`config.mk`:
```
export PLATFORM = sky130hd
export DESIGN_NAME = seq_multiplier
export DESIGN_NICKNAME = d
export VERILOG_FILES = /design/src/rtl/seq_multiplier.sv
export SDC_FILE = /design/constraint.sdc
export NUM_CORES = 1
export LEC_CHECK = 0
export ABC_AREA = 1
export CAP_MARGIN = 20
export CORE_AREA = 2 2 82 84
export DETAILED_ROUTE_END_ITERATION = 10
export DIE_AREA = 0 0 84 86
export PLACE_DENSITY = 0.59
export SLEW_MARGIN = 20
export SYNTH_ARGS = -nofsm -noshare
export SYNTH_HDL_FRONTEND = slang
export SYNTH_SLANG_ARGS = --single-unit
export TNS_END_PERCENT = 50
```
`constraint.sdc`:
```
create_clock -name clk -period 2.13 [get_ports clk]
set_input_delay 0.3195 -clock clk [delete_from_list [all_inputs] [get_ports clk]]
set_output_delay 0.3195 -clock clk [all_outputs]
set_load 0.005 [all_outputs]
```
`src/rtl/seq_multiplier.sv`:
```
// Sequential shift-add multiplier: one iteration per clock, fixed DW-cycle latency.
// Handshake: start accepted in IDLE, busy during RUN, done strobe in DONE.
// Optional feature: define SIGNED_MULT_EN for two's-complement operands with
// radix-2 Booth recoding; latency and handshake are identical in both builds.
module seq_multiplier #(
    parameter int unsigned DW = 8
) (
    input  logic            clk,
    input  logic            reset,
    input  logic            start,
    input  logic [DW-1:0]   multiplicand,
    input  logic [DW-1:0]   multiplier,
    output logic [2*DW-1:0] product,
    output logic            busy,
    output logic            done
);

    localparam int unsigned CW = $clog2(DW + 1);

    typedef enum logic [1:0] {
        StIdle,
        StRun,
        StDone
    } state_e;

    state_e          state_q, state_d;
    logic [DW-1:0]   a_q, a_d;
    // Upper half is the running partial product (cleared on accept); the lower
    // half holds the not-yet-consumed multiplier bits, LSB first.
    logic [2*DW-1:0] acc_q, acc_d;
    logic [CW-1:0]   cnt_q, cnt_d;
    logic [2*DW-1:0] prod_q, prod_d;
    logic            busy_q, done_q;
    logic [DW:0]     sum;
    logic [2*DW-1:0] acc_step;
`ifdef SIGNED_MULT_EN
    // Booth needs the multiplier bit shifted out on the previous iteration.
    logic            prev_q, prev_d;
    logic [DW:0]     hi_ext;
    logic [DW:0]     a_ext;
`else
    logic [DW-1:0]   addend;
`endif

    // One multiply iteration: add into the upper half with a DW+1 bit adder, then shift right.
    always_comb begin
`ifdef SIGNED_MULT_EN
        hi_ext = {acc_q[2*DW-1], acc_q[2*DW-1:DW]};
        a_ext  = {a_q[DW-1], a_q};
        case ({acc_q[0], prev_q})
            2'b01:   sum = hi_ext + a_ext;
            2'b10:   sum = hi_ext - a_ext;
            default: sum = hi_ext;
        endcase
`else
        addend = acc_q[0] ? a_q : '0;
        sum    = {1'b0, acc_q[2*DW-1:DW]} + {1'b0, addend};
`endif
        // Keeping the ninth bit as the new MSB preserves the carry (unsigned)
        // or the sign (signed), making this an arithmetic shift in Booth mode.
        acc_step = {sum, acc_q[DW-1:1]};
    end

    // Next-state logic for the IDLE/RUN/DONE controller and datapath registers.
    always_comb begin
        state_d = state_q;
        a_d     = a_q;
        acc_d   = acc_q;
        cnt_d   = cnt_q;
        prod_d  = prod_q;
`ifdef SIGNED_MULT_EN
        prev_d  = prev_q;
`endif
        unique case (state_q)
            StIdle: begin
                if (start) begin
                    state_d = StRun;
                    a_d     = multiplicand;
                    acc_d   = {{DW{1'b0}}, multiplier};
                    cnt_d   = CW'(DW);
`ifdef SIGNED_MULT_EN
                    prev_d  = 1'b0;
`endif
                end
            end
            StRun: begin
                acc_d = acc_step;
                cnt_d = cnt_q - CW'(1);
`ifdef SIGNED_MULT_EN
                prev_d = acc_q[0];
`endif
                // Last iteration: publish the result on the same edge it is formed.
                if (cnt_q == CW'(1)) begin
                    state_d = StDone;
                    prod_d  = acc_step;
                end
            end
            StDone: begin
                state_d = StIdle;
            end
            default: begin
                state_d = StIdle;
            end
        endcase
    end

    // State and datapath registers; status flags are registered from the next state.
    always_ff @(posedge clk) begin
        if (reset) begin
            state_q <= StIdle;
            a_q     <= '0;
            acc_q   <= '0;
            cnt_q   <= '0;
            prod_q  <= '0;
            busy_q  <= 1'b0;
            done_q  <= 1'b0;
`ifdef SIGNED_MULT_EN
            prev_q  <= 1'b0;
`endif
        end else begin
            state_q <= state_d;
            a_q     <= a_d;
            acc_q   <= acc_d;
            cnt_q   <= cnt_d;
            prod_q  <= prod_d;
            busy_q  <= (state_d == StRun);
            done_q  <= (state_d == StDone);
`ifdef SIGNED_MULT_EN
            prev_q  <= prev_d;
`endif
        end
    end

    assign product = prod_q;
    assign busy    = busy_q;
    assign done    = done_q;

endmodule

```
# Word-level counts from Yosys, hierarchy flattened
# Cells that the tools add are included.
[totals]
ff_bits = 48
latchBits = 0
ram_bits = 0
rom_bits = 0
in_bits = 19
out_inout_bits = 18
word_cells = 27
mem_count = 0
[classes]
n_addsub = 2
multipliers = 0
n_div = 0
magnitude_cmp = 0
eq_ne = 5
shifts = 0
muxes = 8
bitwise = 0
reduce_logical = 5
[op_table]
columns = ["cell", "n"]
rows = [
  ["$pmux 16 s2", 1],
  ["$mux 16", 1],
  ["$add 8x8->9", 1],
  ["$mux 8", 1],
  ["$pmux 4 s2", 1],
  ["$reduce_and 2->1", 3],
  ["$eq 2x1->1 const B", 2],
  ["$eq 4x1->1 const B", 1],
  ["$mux 2", 2],
  ["$mux 4", 1],
  ["$pmux 2 s2", 1],
  ["$sub 4x1->4 const B", 1],
  ["$eq 2x2->1 const B", 1],
  ["$logic_not 2->1", 1],
  ["$ne 2x2->1 const B", 1],
  ["$reduce_bool 2->1", 1],
]

# Depth between registers and ports, before layout
# Gate-level depths: netlist (run 1).
[logic_depth]
ltp_word = 4
ltp_mapped = 13

# Worst setup path before layout (run 1)
# OpenSTA, ideal clock, no wires.
[synth_path]
kind = "reg2reg"
startpoint = "register acc_q[0]"
endpoint = "register prod_q[13], in the netlist product[13]"
setup_time_ns = 0.115
t_arrival_ns = 1.684
t_required_ns = 2.015
path_slack_ns = 0.330
stages_incl_launch_ff = 14
n_path_buf = 1
period_less_slack_ns = 1.800
path_cell_list = "dfxtp_1 -> clkbuf_1 -> nand2_1 -> inv_1 -> ha_1 -> fa_1 -> nand2_1 -> nand2_1 -> nand3_1 -> nand2_1 -> nand2_1 -> nand2_1 -> o21ai_0 -> inv_1"
[synth_between]
elab_chain_cells = 2
[synth_lines]
columns = ["item", "line", "text"]
rows = [
  ["start, declared", "30", "logic [2*DW-1:0] acc_q, acc_d;"],
  ["start signal, assigned", "112", "acc_q <= '0;"],
  ["start signal, assigned", "123", "acc_q <= acc_d;"],
  ["$mux 8", "56", "addend = acc_q[0] ? a_q : '0;"],
  ["$add 8x8->9", "57", "sum = {1'b0, acc_q[2*DW-1:DW]} + {1'b0, addend};"],
  ["end signal, assigned", "125", "prod_q <= prod_d;"],
  ["end, declared", "32", "logic [2*DW-1:0] prod_q, prod_d;"],
]
# No other way between the ends.
# A chain may end at the register's enable or synchronous reset.

# Worst setup path after layout (run 1)
# Same ends and word-level chain as after synthesis.

==> results of run 1 <==
[worst min-delay path by stage]
stage	startpoint	to	slack (ps)	depth (start not counted)
finish	product[9]	product[9]	470	2
global route	acc_q[10]	acc_q[10]	500	2
CTS	product[9]	product[9]	470	2
detailed placement	product[9]	product[9]	460	2
global placement	product[9]	product[9]	450	2
floorplan	cnt_q[2]	cnt_q[2]	440	1
[critical path: cells and delay by family (launching register included)]
family	cells	cell delay, ps
AOI/OAI and AO/OA	1	150
and+or+nand+nor	7	540
buffers and inverters	2	90
DFF	1	380
adders and majority gates	2	610
[metal layers]
metal,global-route usage,up-vias,routed length [µm]
li1,-,1054,-
met1,0.205,913,2630
met2,0.249,34,2370
met3,0.0356,5,173
met4,0.0484,0,61
met5,0,-,0
[cells by family after synthesis]
kind of cell             after synthesis  synth area share
AND/OR/NAND/NOR                      150             0.274
buffers and inverters                 53             0.105
flip-flops                            48             0.428
AO/OA/AOI/OAI                         52             0.124
XOR/XNOR                               1           0.00390
adder cells (fa/ha/maj)               11            0.0647
[state kept, by name, summed over array words and instances, names as in the netlist]
name,cells
acc_q,16
product,16
a_q,8
cnt_q,4
state_q,2
busy,1
done,1
[synth_stat cells]
library cell,count
ha_1,10
clkbuf_1,4
buf_6,3
xor2_1,1
o21ai_0,17
nor2_4,2
buf_1,1
buf_2,2
a21oi_1,25
nand2_2,2
o211ai_1,2
nand3b_1,1
o221ai_1,1
o21ai_1,1
dfxtp_1,48
or2_2,2
buf_4,3
a31oi_1,5
nor2_1,37
fa_1,1
nand2_1,87
inv_1,36
a21o_1,1
inv_2,4
nor3_1,1
nand3_1,18
[layout make-up]
| class | instances | area (µm²) | share of cell area |
|---|---|---|---|
| inverters | 40 | 150 | 0.0544 |
| clock buffers | 6 | 82.6 | 0.0299 |
| clock inverters | 2 | 38.8 | 0.0141 |
| well taps | 77 | 96.3 | 0.0349 |
| repair buffers | 39 | 383 | 0.139 |
| multi-input cells | 214 | 1050 | 0.380 |
| flip-flops and latches | 48 | 961 | 0.348 |
[stage by stage]
| step | instance area (µm²) | total power, µW | utilization | setup slack [ps] |
|---|---|---|---|---|
| after floorplan | 2240 | 1140 | - | 330 |
| after global placement | 2640 | 1220 | 0.420 | 324 |
| after detailed placement | 2640 | 1230 | 0.420 | 283 |
| after CTS | 2760 | 1930 | 0.440 | 271 |
| after global routing | 2760 | 2010 | 0.440 | 55.3 |
| final | 2760 | 1910 | 0.440 | 257 |
[power by group through the flow]
stage | Combinational [µW] | Clock (µW) | Sequential (µW)
after global routing | 264 | 767 | 979
after detailed placement | 234 | 0 | 994
after CTS | 236 | 723 | 973
after global placement | 232 | 0 | 993
after floorplan | 153 | 0 | 985
final | 233 | 708 | 973
==> results by group, run 1 <==
Place
  • DP HPWL: around 3800 µm
  • # port buffers: 36
  • Routability cong.: roughly 0.85
  • Inst Count DP: 418

Critical path
  • CP Data Arrival Time: roughly 2100 ps
  • WP data required: ~2300 ps
  • Slowest CP cell: fa_1
  • Reg2reg setup slack: roughly 260 ps
  • CP dominant cell by count: nand2_1
  • Critical-path maximum fanout: 9
  • R2R Path Start: acc_q[0]
  • Crit path to: product[13]
  • Worst R2R End: product[13]
  • Setup CP Type: register to register
  • Crit-path cells: nand2_1 -> inv_1 -> ha_1 -> fa_1 -> nand2_1 -> nand2_1 -> nand3_1 -> nand2_1 -> nand2_1 -> nand2_1 -> o21ai_0 -> inv_1
  • CP Capture Type: register
  • Worst path max stage delay: 410 ps
  • Crit path launch type: register
  • Worst Setup SP: acc_q[0]
  • Worst-case reg-to-reg path depth: 12

Route
  • WL/cell: 12.3 µm
  • Via count: around 2k
  • Final wirelength: between 5000 and 6000 µm
  • DR vias/cell: about 4.7
  • Drt first pass iters: 4
  • Initial DRC Count: 94
  • Antenna viol nets, final: 0
  • Residual DRC count: 0

Cells and area
  • Share of cells above drive strength 1: 0.0602
  • Final net count: 378
  • Ant diodes: 0
  • Fill cell count: 675
  • Final Instance Count excl. Fillers: 426
  • Commonest non-fill, non-tap cell in the layout: nand2_1
  • Synth-to-layout area growth: 23.0%
  • Most frequent cells in the layout: 87 x nand2_1, 48 x dfxtp_1, 37 x nor2_1

Logic synthesis
  • Syn_nets: 345
  • Distinct cells, synth: 26
  • Post-synthesis cell area: between 2000 and 2500 µm²
  • Ys Warns: 0
  • Gate count after technology mapping: around 320
  • Register area share after synthesis: 0.428
  • Area leader, netlist: dfxtp_1
  • Register bit total from synthesis: 48
  • Syn_area_per_cell: 7.12 µm²
  • Synth top area share: 0.428
  • Top post-synthesis cells by area: dfxtp_1 43%, nand2_1 15%, nor2_1 6.2%, inv_1 6.0%, a21oi_1 5.6%

Clock tree
  • CTS H-tree depth: 2
  • Inserted Clock Buffers: 5
  • Worst-skew pair later-pin latency: 300 ps
  • Sink Count: 48
  • CTS tree: built
  • CTS Buffer Depth: 2
  • Root Driver: clkbuf_8
  • Hold Buf Count CTS: 0
  • Clk slew on worst S/H paths: about 90 ps
  • Postcts setup bufs: 0
  • Post-CTS sizing: 0

Outcome
  • Run status: finished clean

STA
  • Final Slew Violations: 0
  • Hold slack: 466 ps
  • Final period util: 0.879
  • RSZ-0062 raised after global routing: no
  • Tightest slew margin relative to the limit: 0.618
  • Final setup TNS: 0 ps
  • Fin Clk Skew: 4.95 ps
  • Max Clk Rate: 534 MHz
  • Measured slew at the worst slew-check pin: 572 ps
  • # setup viols final: 0
  • Hold Violations, Final: 0
  • Min Tclk post-route: 1870 ps

Floorplanning
  • Site Rows: 29
  • I/O pins: 37
  • Die ar.: approximately 7200 µm²
  • Initial Utilization: 0.357
  • Core area: 6280 µm²
  • Die width: 84 µm
  • Die H: ~86 µm

Pwr
  • Clock share of power: 0.370
  • Int Power: 1430 µW
  • Flop pwr share: 0.508
  • Switching share of power: 0.254
  • Switching pwr: 486 µW
  • Gate power share: 0.122
  • P_leak: 0.00130 µW
  • PwrDens: 694 nW/µm²
  • Worst vdd ir: 0.352 mV

Global routing
  • Largest net degree at the start of global routing: 28
  • Initial antenna violation count: 0
  • Number of global-route vias before repair: 1907
  • Total GRT Usage: 0.154
  • First-pass GRT wire length: 8910 µm
  • Global route overflow: 0

Run
  • Max-Cap Viols: 0

Worst hold path
  • HP Class: register to register
Power figures use the tool's default switching activity.
==> run 2: changes to the inputs <==
--- a/config.mk
+++ b/config.mk
@@ -8,6 +8,7 @@
 export ABC_AREA = 1
 export CAP_MARGIN = 20
 export CORE_AREA = 2 2 82 84
+export CTS_CLUSTER_DIAMETER = 100
 export DETAILED_ROUTE_END_ITERATION = 10
 export DIE_AREA = 0 0 84 86
 export PLACE_DENSITY = 0.59
==> results of run 2 <==
No change in the layout: final DEF, timing and power equal those of run 1.
==> run 3: changes to the inputs <==
--- a/config.mk
+++ b/config.mk
@@ -11,6 +11,7 @@
 export CTS_CLUSTER_DIAMETER = 100
 export DETAILED_ROUTE_END_ITERATION = 10
 export DIE_AREA = 0 0 84 86
+export GPL_ROUTABILITY_DRIVEN = 1
 export PLACE_DENSITY = 0.59
 export SLEW_MARGIN = 20
 export SYNTH_ARGS = -nofsm -noshare
==> results of run 3 <==
No change in the layout: final DEF, timing and power equal those of run 1.
